`src/rtl/fpu_req_arbiter_if.sv`:
```
// Request/response bundle between issuing units and the shared bfloat16 fpu arbiter.
// slave = arbiter side, master = requesters plus result consumer.
interface fpu_req_arbiter_if #(
  parameter int NUM_REQ = 4,
  parameter int ID_W    = $clog2(NUM_REQ)
);
  logic [NUM_REQ-1:0]    req_valid_i;
  logic [NUM_REQ-1:0]    req_ready_o;
  logic [4*NUM_REQ-1:0]  req_op_i;
  logic [16*NUM_REQ-1:0] req_in1_i;
  logic [16*NUM_REQ-1:0] req_in2_i;
  logic                  resp_valid_o;
  logic                  resp_ready_i;
  logic [15:0]           resp_data_o;
  logic                  resp_ovf_o;
  logic [ID_W-1:0]       resp_id_o;

  modport slave (
    input  req_valid_i, req_op_i, req_in1_i, req_in2_i, resp_ready_i,
    output req_ready_o, resp_valid_o, resp_data_o, resp_ovf_o, resp_id_o
  );

  modport master (
    output req_valid_i, req_op_i, req_in1_i, req_in2_i, resp_ready_i,
    input  req_ready_o, resp_valid_o, resp_data_o, resp_ovf_o, resp_id_o
  );
endinterface

```
`src/rtl/fpu_req_arbiter.sv`:
```
// Round-robin arbiter sharing one combinational bfloat16 fpu among NUM_REQ requesters.
// Optional macro FPU_OVF_STICKY_EN adds per-requester sticky overflow flags.
module fpu_req_arbiter #(
  parameter int NUM_REQ = 4,
  parameter int ID_W    = $clog2(NUM_REQ)
) (
  input  logic             clk_i,
  input  logic             rst_i,
  fpu_req_arbiter_if.slave bus
`ifdef FPU_OVF_STICKY_EN
  ,
  output logic [NUM_REQ-1:0] ovf_sticky_o,
  input  logic [NUM_REQ-1:0] ovf_clr_i
`endif
);

  typedef logic [ID_W-1:0]    id_t;
  typedef logic [ID_W:0]      wid_t;
  typedef logic [NUM_REQ-1:0] vec_t;

  localparam wid_t NUM_REQ_W = wid_t'(NUM_REQ);
  localparam id_t  LAST_ID   = id_t'(NUM_REQ - 1);

  localparam logic [3:0] OP_ADD = 4'h0;
  localparam logic [3:0] OP_SUB = 4'h1;
  localparam logic [3:0] OP_MUL = 4'h2;

  localparam logic [0:0] ST_EMPTY = 1'b0;
  localparam logic [0:0] ST_FULL  = 1'b1;

  // Normalise, truncate and saturate; m has the carry at bit 11 and the hidden one at bit 10.
  // Returns {overflow, bf16}; underflow flushes to +0 without a flag.
  function automatic logic [16:0] bf16_pack(input logic s, input logic signed [9:0] e_in,
                                            input logic [11:0] m_in);
    logic signed [9:0] e;
    logic [11:0]       m;
    logic [16:0]       res;
    e   = e_in;
    m   = m_in;
    res = 17'd0;
    if (m != 12'd0) begin
      if (m[11]) begin
        m = m >> 1;
        e = e + 10'sd1;
      end
      for (int i = 0; i < 11; i++) begin
        if (!m[10]) begin
          m = m << 1;
          e = e - 10'sd1;
        end
      end
      if (e >= 10'sd255)    res = {1'b1, s, 8'hFF, 7'h00};
      else if (e > 10'sd0)  res = {1'b0, s, e[7:0], m[9:3]};
    end
    return res;
  endfunction

  function automatic logic [16:0] bf16_addsub(input logic [15:0] a, input logic [15:0] b,
                                              input logic sub);
    logic        sb;
    logic [15:0] big, sml;
    logic        s_big, s_sml;
    logic [11:0] m_big, m_sml, m;
    logic [7:0]  d;
    logic [16:0] res;
    sb = b[15] ^ sub;
    if (b[14:7] == 8'd0) begin
      res = {1'b0, a};
    end else if (a[14:7] == 8'd0) begin
      res = {1'b0, sb, b[14:0]};
    end else begin
      if (a[14:0] >= b[14:0]) begin
        big = a; s_big = a[15]; sml = b; s_sml = sb;
      end else begin
        big = b; s_big = sb;    sml = a; s_sml = a[15];
      end
      d     = big[14:7] - sml[14:7];
      m_big = {2'b01, big[6:0], 3'b000};
      m_sml = {2'b01, sml[6:0], 3'b000} >> d;
      m     = (s_big == s_sml) ? (m_big + m_sml) : (m_big - m_sml);
      res   = bf16_pack(s_big, $signed({2'b00, big[14:7]}), m);
    end
    return res;
  endfunction

  function automatic logic [16:0] bf16_mul(input logic [15:0] a, input logic [15:0] b);
    logic [15:0]       prod;
    logic signed [9:0] e;
    logic [16:0]       res;
    res = 17'd0;
    if (a[14:7] != 8'd0 && b[14:7] != 8'd0) begin
      prod = {1'b1, a[6:0]} * {1'b1, b[6:0]};
      e    = $signed({2'b00, a[14:7]}) + $signed({2'b00, b[14:7]}) - 10'sd127;
      res  = bf16_pack(a[15] ^ b[15], e, prod[15:4]);
    end
    return res;
  endfunction

  // Unsupported op codes produce a quiet NaN with no overflow.
  function automatic logic [16:0] fpu_eval(input logic [3:0] op, input logic [15:0] a,
                                           input logic [15:0] b);
    logic [16:0] res;
    case (op)
      OP_ADD:  res = bf16_addsub(a, b, 1'b0);
      OP_SUB:  res = bf16_addsub(a, b, 1'b1);
      OP_MUL:  res = bf16_mul(a, b);
      default: res = {1'b0, 16'h7FC0};
    endcase
    return res;
  endfunction

  logic [0:0]  state_q;
  id_t         ptr_q;
  logic        vld_p1;
  logic [15:0] data_p1;
  logic        ovf_p1;
  id_t         id_p1;

  logic        slot_free;
  logic        gnt_vld_p0;
  id_t         gnt_id_p0;
  wid_t        cand;
  logic        accept_p0;
  logic [3:0]  op_arr  [NUM_REQ];
  logic [15:0] in1_arr [NUM_REQ];
  logic [15:0] in2_arr [NUM_REQ];
  logic [16:0] fpu_res_p0;

  // ---- stage p0: grant search, operand select, combinational fpu ----
  always_comb begin
    gnt_vld_p0 = 1'b0;
    gnt_id_p0  = '0;
    cand       = '0;
    for (int i = 0; i < NUM_REQ; i++) begin
      cand = {1'b0, ptr_q} + wid_t'(i);
      if (cand >= NUM_REQ_W) cand = cand - NUM_REQ_W;
      if (!gnt_vld_p0 && bus.req_valid_i[cand[ID_W-1:0]]) begin
        gnt_vld_p0 = 1'b1;
        gnt_id_p0  = cand[ID_W-1:0];
      end
    end
  end

  always_comb begin
    for (int k = 0; k < NUM_REQ; k++) begin
      op_arr[k]  = bus.req_op_i[k*4 +: 4];
      in1_arr[k] = bus.req_in1_i[k*16 +: 16];
      in2_arr[k] = bus.req_in2_i[k*16 +: 16];
    end
  end

  assign vld_p1          = (state_q == ST_FULL);
  assign slot_free       = !vld_p1 || bus.resp_ready_i;
  assign accept_p0       = gnt_vld_p0 && slot_free && !rst_i;
  assign bus.req_ready_o = accept_p0 ? (vec_t'(1) << gnt_id_p0) : '0;
  assign fpu_res_p0      = fpu_eval(op_arr[gnt_id_p0], in1_arr[gnt_id_p0], in2_arr[gnt_id_p0]);

  // ---- stage p1: result slot ----
  always_ff @(posedge clk_i) begin
    if (rst_i) begin
      state_q <= ST_EMPTY;
    end else if (accept_p0) begin
      state_q <= ST_FULL;
    end else if (bus.resp_ready_i) begin
      state_q <= ST_EMPTY;
    end
  end

  always_ff @(posedge clk_i) begin
    if (rst_i) begin
      ptr_q   <= '0;
      data_p1 <= '0;
      ovf_p1  <= 1'b0;
      id_p1   <= '0;
    end else if (accept_p0) begin
      ptr_q   <= (gnt_id_p0 == LAST_ID) ? '0 : gnt_id_p0 + id_t'(1);
      data_p1 <= fpu_res_p0[15:0];
      ovf_p1  <= fpu_res_p0[16];
      id_p1   <= gnt_id_p0;
    end
  end

  assign bus.resp_valid_o = vld_p1;
  assign bus.resp_data_o  = data_p1;
  assign bus.resp_ovf_o   = ovf_p1;
  assign bus.resp_id_o    = id_p1;

`ifdef FPU_OVF_STICKY_EN
  vec_t sticky_q;
  vec_t sticky_set;

  // Set wins over a same-cycle clear so an overflow is never lost.
  assign sticky_set = (vld_p1 && bus.resp_ready_i && ovf_p1) ? (vec_t'(1) << id_p1) : '0;

  always_ff @(posedge clk_i) begin
    if (rst_i) begin
      sticky_q <= '0;
    end else begin
      sticky_q <= (sticky_q & ~ovf_clr_i) | sticky_set;
    end
  end

  assign ovf_sticky_o = sticky_q;
`endif

endmodule

```
`src/flat_wrapper.sv`:
```
// flat-port wrapper written by rule: the top's interface ports become plain ports
module fpu_req_arbiter_flat 
#(
  parameter int NUM_REQ = 4,
  parameter int ID_W    = $clog2(NUM_REQ)
)
  (clk_i, rst_i, bus_req_valid_i, bus_req_op_i, bus_req_in1_i, bus_req_in2_i, bus_resp_ready_i, bus_req_ready_o, bus_resp_valid_o, bus_resp_data_o, bus_resp_ovf_o, bus_resp_id_o);
  fpu_req_arbiter_if #(.NUM_REQ(NUM_REQ), .ID_W(ID_W)) bus_i ();
  input  logic clk_i;
  input  logic rst_i;
  input wire logic [$bits(bus_i.req_valid_i)-1:0] bus_req_valid_i;
  input wire logic [$bits(bus_i.req_op_i)-1:0] bus_req_op_i;
  input wire logic [$bits(bus_i.req_in1_i)-1:0] bus_req_in1_i;
  input wire logic [$bits(bus_i.req_in2_i)-1:0] bus_req_in2_i;
  input wire logic [$bits(bus_i.resp_ready_i)-1:0] bus_resp_ready_i;
  output wire logic [$bits(bus_i.req_ready_o)-1:0] bus_req_ready_o;
  output wire logic [$bits(bus_i.resp_valid_o)-1:0] bus_resp_valid_o;
  output wire logic [$bits(bus_i.resp_data_o)-1:0] bus_resp_data_o;
  output wire logic [$bits(bus_i.resp_ovf_o)-1:0] bus_resp_ovf_o;
  output wire logic [$bits(bus_i.resp_id_o)-1:0] bus_resp_id_o;
  assign bus_i.req_valid_i = bus_req_valid_i;
  assign bus_i.req_op_i = bus_req_op_i;
  assign bus_i.req_in1_i = bus_req_in1_i;
  assign bus_i.req_in2_i = bus_req_in2_i;
  assign bus_i.resp_ready_i = bus_resp_ready_i;
  assign bus_req_ready_o = bus_i.req_ready_o;
  assign bus_resp_valid_o = bus_i.resp_valid_o;
  assign bus_resp_data_o = bus_i.resp_data_o;
  assign bus_resp_ovf_o = bus_i.resp_ovf_o;
  assign bus_resp_id_o = bus_i.resp_id_o;
  fpu_req_arbiter #(.NUM_REQ(NUM_REQ), .ID_W(ID_W)) u_core (.clk_i(clk_i), .rst_i(rst_i), .bus(bus_i));
endmodule
```
`config.mk`:
```
export PLATFORM = sky130hd
export DESIGN_NAME = fpu_req_arbiter_flat
export DESIGN_NICKNAME = d
export VERILOG_FILES = /design/src/rtl/fpu_req_arbiter_if.sv /design/src/rtl/fpu_req_arbiter.sv /design/src/flat_wrapper.sv
export SDC_FILE = /design/constraint.sdc
export NUM_CORES = 1
export LEC_CHECK = 0
export ABC_AREA = 1
export CAP_MARGIN = 20
export CORE_ASPECT_RATIO = 0.6
export CORE_MARGIN = 2
export CORE_UTILIZATION = 30
export CTS_CLUSTER_DIAMETER = 200
export CTS_CLUSTER_SIZE = 14
export DETAILED_ROUTE_END_ITERATION = 8
export GPL_TIMING_DRIVEN = 0
export PLACE_DENSITY = 0.54
export REMOVE_ABC_BUFFERS = 1
export SLEW_MARGIN = 20
export SYNTH_ARGS = -nofsm -noshare
export SYNTH_HDL_FRONTEND = slang
export SYNTH_SLANG_ARGS = --single-unit
export TNS_END_PERCENT = 100
```
`constraint.sdc`:
```
create_clock -name clk_i -period 15.22 [get_ports clk_i]
set_clock_uncertainty 0.2 [all_clocks]
set_input_delay 2.283 -clock clk_i [delete_from_list [all_inputs] [get_ports clk_i]]
set_output_delay 2.283 -clock clk_i [all_outputs]
set_load 0.02 [all_outputs]
```
### After elaboration in Yosys (flattened, before gate mapping)

Index checks and enable logic that the tools add are counted.
W data, S select, Z words.

| cells by class | value |
|---|---|
| add/sub/neg operators | 52 |
| reductions and logical operators | 21 |
| $mul | 1 |
| order comparisons | 16 |
| equal/unequal tests | 5 |
| multiplexer cells | 401 |
| bitwise logic cells | 3 |
| shift operators | 3 |

Operator list:

| operator | number |
|---|---|
| $mux W10 | 171 |
| $mux W11 | 154 |
| $sub A10 B2 Y10 const B | 33 |
| $mux W17 | 11 |
| $mux W15 | 10 |
| $mux W16 | 7 |
| $bmux W16 S2 | 2 |
| $pmux W17 S3 | 1 |
| $reduce_bool A12 Y1 | 3 |
| $ge A10 B9 Y1 const B | 3 |
| $gt A10 B1 Y1 const B | 3 |
| $mux W1 | 26 |
| $add A11 B12 Y12 | 2 |
| $mux W12 | 2 |
| $shr A11 B8 Y12 | 2 |
| $sub A11 B12 Y12 | 2 |
| $add A8 B1 Y9 const B | 2 |
| $mux W2 | 9 |
| $logic_not A8 Y1 | 2 |
| $mul A8 B8 Y16 | 1 |
| $reduce_bool A8 Y1 | 2 |
| $sub A8 B8 Y8 | 2 |
| $ge A15 B15 Y1 | 1 |
| $ge A3 B3 Y1 const B | 4 |
| 25 further kinds | 47 |

| storage, ports and cells | value |
|---|---|
| register bits | 22 |

### Longest topological paths before layout

| depth | value |
|---|---|
| depth in word-level cells | 105 |
| depth in mapped cells | 115 |
| gate-level depth less buffers | 111 |

### Worst setup path after synthesis

No wires, ideal clock.

| timing path | value |
|---|---|
| path kind | input to register |
| from | input port bus_req_valid_i[3] |
| to | register u_core.data_p1[8], in the netlist u_core.bus.resp_data_o[8] |
| setup slack | -0.353 ns |
| path buffers | 6 |
| stages on the path | 106 |
| setup time | 0.119 ns |
| arrival time | 15.254 ns |
| path through | inv_1 -> nand2_2 -> nand3_1 -> nand2_2 -> nor2_4 -> nand4_1 -> nand2_4 -> buf_6 -> clkbuf_1 -> clkbuf_1 -> a32o_1 -> inv_1 -> ha_1 -> inv_1 -> a21oi_1 -> o31ai_1 -> a21oi_1 -> nand3_2 -> [70 not listed] -> nor2_1 -> nand2_1 -> nor2_1 -> nand2_1 -> nor2_1 -> nand3_1 -> inv_1 -> nand2_2 -> nand2_2 -> nand2_4 -> nor2_4 -> nor2_2 -> o21ai_0 -> nand2_1 -> o21ai_1 -> nand2_1 -> o21ai_1 -> a21oi_2 |

| on the way | value |
|---|---|
| cells in the longest elaborated chain, start to end | 103 |
| elaborated cells between the ends (all ways) | 467 |

Ends and longest elaborated chain:

| element | line | RTL |
|---|---|---|
| start: declaration | flat_wrapper.sv:11 | `input wire logic [$bits(bus_i.req_valid_i)-1:0] bus_req_valid_i;` |
| $bmux W1 S2 | fpu_req_arbiter.sv:137 | `if (!gnt_vld_p0 && bus.req_valid_i[cand[ID_W-1:0]]) begin` |
| $mux W1 (implied by the code) | fpu_req_arbiter.sv:137 |  |
| $mux W1 | fpu_req_arbiter.sv:137 |  |
| $logic_not A1 Y1 | fpu_req_arbiter.sv:137 |  |
| $logic_and A1 B1 Y1 | fpu_req_arbiter.sv:137 |  |
| $mux W1 | fpu_req_arbiter.sv:137 |  |
| $logic_not A1 Y1 | fpu_req_arbiter.sv:137 |  |
| $logic_and A1 B1 Y1 | fpu_req_arbiter.sv:137 |  |
| [87 not listed] | -- |  |
| $mux W10 | fpu_req_arbiter.sv:103 | `case (op)` |
| $gt A10 B1 Y1 | fpu_req_arbiter.sv:53 | `else if (e > 10'sd0) res = {1'b0, s, e[7:0], m[9:3]};` |
| $mux W16 | fpu_req_arbiter.sv:53 |  |
| $mux W17 | fpu_req_arbiter.sv:52 | `if (e >= 10'sd255) res = {1'b1, s, 8'hFF, 7'h00};` |
| $mux W17 | fpu_req_arbiter.sv:41 | `if (m != 12'd0) begin` |
| $mux W17 | fpu_req_arbiter.sv:69 | `end else if (a[14:7] == 8'd0) begin` |
| $mux W17 | fpu_req_arbiter.sv:67 | `if (b[14:7] == 8'd0) begin` |
| $pmux W17 S3 | fpu_req_arbiter.sv:103 |  |
| end signal: assignment | fpu_req_arbiter.sv:177 | `data_p1 <= fpu_res_p0[15:0];` |
| end: declaration | fpu_req_arbiter.sv:115 | `logic [15:0] data_p1;` |

Several ways; a longest one is shown, not always the timed one. The select of a mux whose other input is x is not followed.
A chain may end at the register's enable or synchronous reset.

### Worst setup path after layout

| timing path | value |
|---|---|
| from | input port bus_req_valid_i[3] |
| to | register u_core.data_p1[13], in the netlist u_core.bus.resp_data_o[13] |

The elaborated chain is that of the path after synthesis.

==> results.rst <==
.. list-table::
   :header-rows: 1

   * - Metric
     - Value
   * - Outcome
     - finished, violations left
   * - Violations in the final reports
     - setup timing
   * - Class of the worst hold path
     - reg -> reg
   * - Slew Viols, Final
     - 0
   * - Port Buffers
     - between 150 and 200
   * - Clock net sink count
     - 22
   * - Fmax
     - approximately 0.065 GHz
   * - Detailed Route WL
     - just over 90000 µm
   * - Reg2Reg Launch Point
     - u_core.ptr_q[0]$_SDFFE_PP0P_
   * - Ys async rst share
     - 0
   * - Routed vias/inst
     - roughly 5.1
   * - Cells after synthesis
     - 3954
   * - Number of DRC violations after detailed routing
     - 0
   * - Wire length of the first global-routing pass
     - 138000 µm
   * - Met2 Usage GRT
     - 0.307
   * - Time the worst path needs with I/O delays and setup
     - 15500 ps
   * - #FFs+latches synth
     - 22
   * - Depth of the worst hold-timing path
     - 2
   * - Leading post-synthesis cells by cell area
     - sky130_fd_sc_hd__nand2_1, sky130_fd_sc_hd__inv_1, sky130_fd_sc_hd__nand3_1
   * - Share of the cycle needed by the critical path after routing
     - 1.02
   * - CTS Buf Count
     - 3
   * - HP Start
     - u_core.bus.resp_ovf_o$_SDFFE_PP0P_
   * - Count leader, synth
     - sky130_fd_sc_hd__nand2_1
   * - Yosys top cell area share
     - 0.230
   * - Multi-input combinational cell area
     - between 20000 and 25000 µm²
   * - Endpoint type of the worst setup path
     - register
   * - Largest delay share family, worst path
     - simple AND/OR/NAND/NOR gates
   * - Sequential share of the synthesized area
     - 0.0211
   * - Setup-failing EPs final
     - 17
   * - Layout Nets
     - between 4000 and 5000
   * - Synth cell count leaders
     - sky130_fd_sc_hd__nand2_1, sky130_fd_sc_hd__inv_1, sky130_fd_sc_hd__nor2_1
   * - Fraction of met1 tracks used by global routing
     - 0.382
   * - Global routing usage summed across all routing layers
     - 0.241
   * - Setup repair after global routing missed its margin
     - yes
   * - Total of max-cap violations
     - 0
   * - Worst path bufs/invs
     - 31
   * - Peak fanout along the critical path
     - 12
   * - Post-route ant nets
     - 0
   * - Starting Density
     - 0.305
   * - EDFF count, synth
     - 0
   * - Dominant register cell in the synthesized netlist
     - sky130_fd_sc_hd__dfxtp_1
   * - Pre-CTS worst setup slack
     - -6370 ps
   * - Cell taking the most area after synthesis
     - sky130_fd_sc_hd__nand2_1
   * - Number of vias in the routed layout
     - around 27000
   * - Top-level I/O count
     - between 150 and 200
   * - Final RePlAce weighted congestion
     - approximately 0.95
   * - Max transition margin
     - 0.262
   * - Yosys Warn Count
     - 0
   * - Vertical die dimension
     - approximately 210 µm
   * - Routed wirelength normalized by instance count
     - about 17 µm
   * - Number of fillers in the final layout
     - slightly above 7000
   * - Critical Setup Path Class
     - in -> reg
   * - Netlist area before placement
     - between 20000 and 25000 µm²
   * - Initial drt markers
     - between 2000 and 3000
   * - Mean cell area of the mapped netlist
     - between 5 and 6 µm²
   * - Worst reg2reg setup slack
     - 330 ps
   * - Final core utilization
     - 0.437
   * - Critical path required time
     - between 15000 and 20000 ps
   * - Data arrival at the endpoint of the critical path
     - between 15000 and 20000 ps
   * - HPWL after detailed placement
     - approximately 63000 µm
   * - Total count of hold-check failures in the final report
     - 0
   * - Cell count of the worst reg-to-reg path
     - between 100 and 150
   * - Number of global-route vias before repair
     - about 24000
   * - H-tree lvl count
     - 1
   * - Delay contributed by the slowest stage of the critical path
     - 370 ps
   * - Clk Tree Root Cell
     - sky130_fd_sc_hd__clkbuf_16
   * - Cell repeated most along the worst path
     - sky130_fd_sc_hd__nand2_4
   * - Area added between synthesis and finish
     - 43.3%
   * - Count of cell instances traversed by the critical path
     - around 110
   * - Worst hold slack after final layout
     - 268 ps
   * - Number of antenna violations at the first check in global routing
     - 3
   * - Total Die Area
     - between 70000 and 80000 µm²
   * - Overflow left after global routing
     - 0
   * - Unique masters post-synth
     - between 80 and 90
   * - End of the worst register-to-register path
     - u_core.bus.resp_data_o[13]$_SDFFE_PP0P_
   * - Met3 layer usage reported by global route
     - 0.0784
   * - Row count
     - 74
   * - TritonCTS clock tree
     - done
   * - Clock latency on the worst-skew pair
     - around 260 ps
   * - Iteration count of the initial detailed-routing pass
     - 5
   * - Area of the core
     - 68500 µm²
   * - Top Usage Layer GRT
     - met1
   * - Terminating pin of the worst hold path
     - u_core.bus.resp_ovf_o$_SDFFE_PP0P_
   * - X dimension of the die
     - 345 µm
   * - Reg area
     - 440 µm²
   * - Pin count of the biggest net entering global routing
     - 56
   * - CTS Buffer Depth
     - 2
   * - Actual slew at the worst max-slew pin
     - ~1100 ps
   * - Clk slew on worst S/H paths
     - 70 ps
   * - Layout cells sized above 1
     - 0.315
   * - Worst Slack Setup Final
     - -280 ps
   * - Startpoint type of the worst setup path
     - input port
   * - Slowest cell on the critical path
     - sky130_fd_sc_hd__fa_2
==> metrics by stage <==
step	instances	cell area (µm²)	setup TNS, ps
2_1_floorplan	3878	20300	-28690
3_3_place_gp	4964	23200	-116350
3_5_place_dp	4965	23200	-104700
4_1_cts	5292	27600	-2.07
5_1_grt	5358	30000	-14210
6_report	5359	30000	-3130
==> flip-flops by register name, indices dropped and copies added, names as in the netlist <==
register                 flops
u_core.bus.resp_data_o      16
u_core.ptr_q                 2
u_core.bus.resp_id_o         2
u_core.bus.resp_ovf_o        1
u_core.bus.resp_valid_o      1
==> cell families after synthesis <==
family,count (synthesis),synth area share
DFF,22,0.0211
and+or+nand+nor,2634,0.592
adders and majority gates,154,0.106
muxes,1,0.000479
AOI/OAI and AO/OA,393,0.111
buffers and inverters,694,0.142
xor gates and xnor gates,56,0.0269
==> worst reg2reg max path, delay by kind of cell, from the launching register on <==
kind | cells | cell delay (ps)
compound gates | 13 | 1560
fa+ha+maj | 7 | 1700
buf+inv | 30 | 3820
flops | 1 | 990
simple gates | 57 | 6570
==> how the worst max path moves through the flow <==
stage	slack, ps	to	start
after global placement	-7030	u_core.bus.resp_data_o[4]$_SDFFE_PP0P_	bus_req_valid_i[2]
after detailed placement	-6370	u_core.bus.resp_data_o[6]$_SDFFE_PP0P_	bus_req_valid_i[2]
after CTS	-2	u_core.bus.resp_data_o[0]$_SDFFE_PP0P_	bus_req_valid_i[0]
final	-280	u_core.bus.resp_data_o[13]$_SDFFE_PP0P_	bus_req_valid_i[3]
after floorplan	-1740	u_core.bus.resp_data_o[8]$_SDFFE_PP0P_	bus_req_valid_i[3]
after global routing	-930	u_core.bus.resp_data_o[1]$_SDFFE_PP0P_	bus_req_valid_i[3]
==> cell type report <==
class | instances | area share
timing repair buffer | 545 | 0.161
tap | 912 | 0.0381
multi-input combinational | 3249 | 0.695
antenna | 1 | 0.0000835
timing repair inverter | 8 | 0.00351
inverter | 618 | 0.0838
sequential | 22 | 0.0147
clock buffer | 3 | 0.00251
clock inverter | 1 | 0.00100
==> placed cells by master (no fill, tap or decap), types with 8 or more instances in the layout <==
cell type | Yosys | layout
sky130_fd_sc_hd__nand2_1 | 1279 | 1081
sky130_fd_sc_hd__inv_1 | 504 | 450
sky130_fd_sc_hd__nor2_1 | 405 | 355
sky130_fd_sc_hd__buf_4 | 11 | 334
sky130_fd_sc_hd__nand3_1 | 368 | 296
sky130_fd_sc_hd__nand2_2 | 189 | 272
sky130_fd_sc_hd__clkdlybuf4s50_1 | 0 | 170
sky130_fd_sc_hd__nand2_4 | 25 | 135
sky130_fd_sc_hd__o21ai_0 | 157 | 129
sky130_fd_sc_hd__nand4_1 | 117 | 117
sky130_fd_sc_hd__inv_2 | 86 | 111
sky130_fd_sc_hd__nand3_2 | 45 | 77
sky130_fd_sc_hd__nor2_2 | 57 | 76
sky130_fd_sc_hd__ha_1 | 116 | 73
sky130_fd_sc_hd__a21oi_1 | 82 | 54
sky130_fd_sc_hd__nor2_4 | 22 | 53
sky130_fd_sc_hd__nand3_4 | 7 | 51
sky130_fd_sc_hd__nor3_1 | 55 | 50
sky130_fd_sc_hd__o21ai_1 | 42 | 40
sky130_fd_sc_hd__ha_4 | 0 | 39
sky130_fd_sc_hd__a21oi_2 | 14 | 38
sky130_fd_sc_hd__xor2_1 | 37 | 36
sky130_fd_sc_hd__fa_1 | 38 | 36
sky130_fd_sc_hd__o21ai_2 | 9 | 29
sky130_fd_sc_hd__buf_6 | 19 | 23
sky130_fd_sc_hd__dfxtp_1 | 22 | 22
sky130_fd_sc_hd__inv_4 | 5 | 17
sky130_fd_sc_hd__nand3b_1 | 15 | 15
sky130_fd_sc_hd__clkinv_1 | 18 | 15
sky130_fd_sc_hd__o211ai_1 | 14 | 14
sky130_fd_sc_hd__nand2_8 | 1 | 13
sky130_fd_sc_hd__xnor2_1 | 14 | 12
sky130_fd_sc_hd__nor4_1 | 14 | 12
sky130_fd_sc_hd__inv_6 | 2 | 11
sky130_fd_sc_hd__o21ai_4 | 1 | 11
sky130_fd_sc_hd__clkinvlp_4 | 0 | 8
sky130_fd_sc_hd__a31oi_1 | 9 | 8
sky130_fd_sc_hd__buf_12 | 3 | 8
==> routing by layer <==
| metal | vias to the layer above | routed length (µm) | part of all wire |
|---|---|---|---|
| met4 | 2 | 1670 | 0.018 |
| li1 | 13652 | - | - |
| met2 | 1098 | 33300 | 0.36 |
| met1 | 12339 | 46100 | 0.50 |
| met3 | 105 | 10900 | 0.12 |
| met5 | - | 13 | 0.00014 |
==> repair_timing <==
item / in CTS / in global routing
hold buffers: 0 / 0
cloned: 20 / 0
resized for setup: 435 / 460
setup buffers: 306 / 76
endpoints found under the hold margin: 0 / 0
pin swaps: 190 / 222
endpoints found under the setup margin: 17 / 17
Power is left out: the tool's default activity adds up to more than one toggle a clock period on the data nets, which glitch-free logic cannot reach.
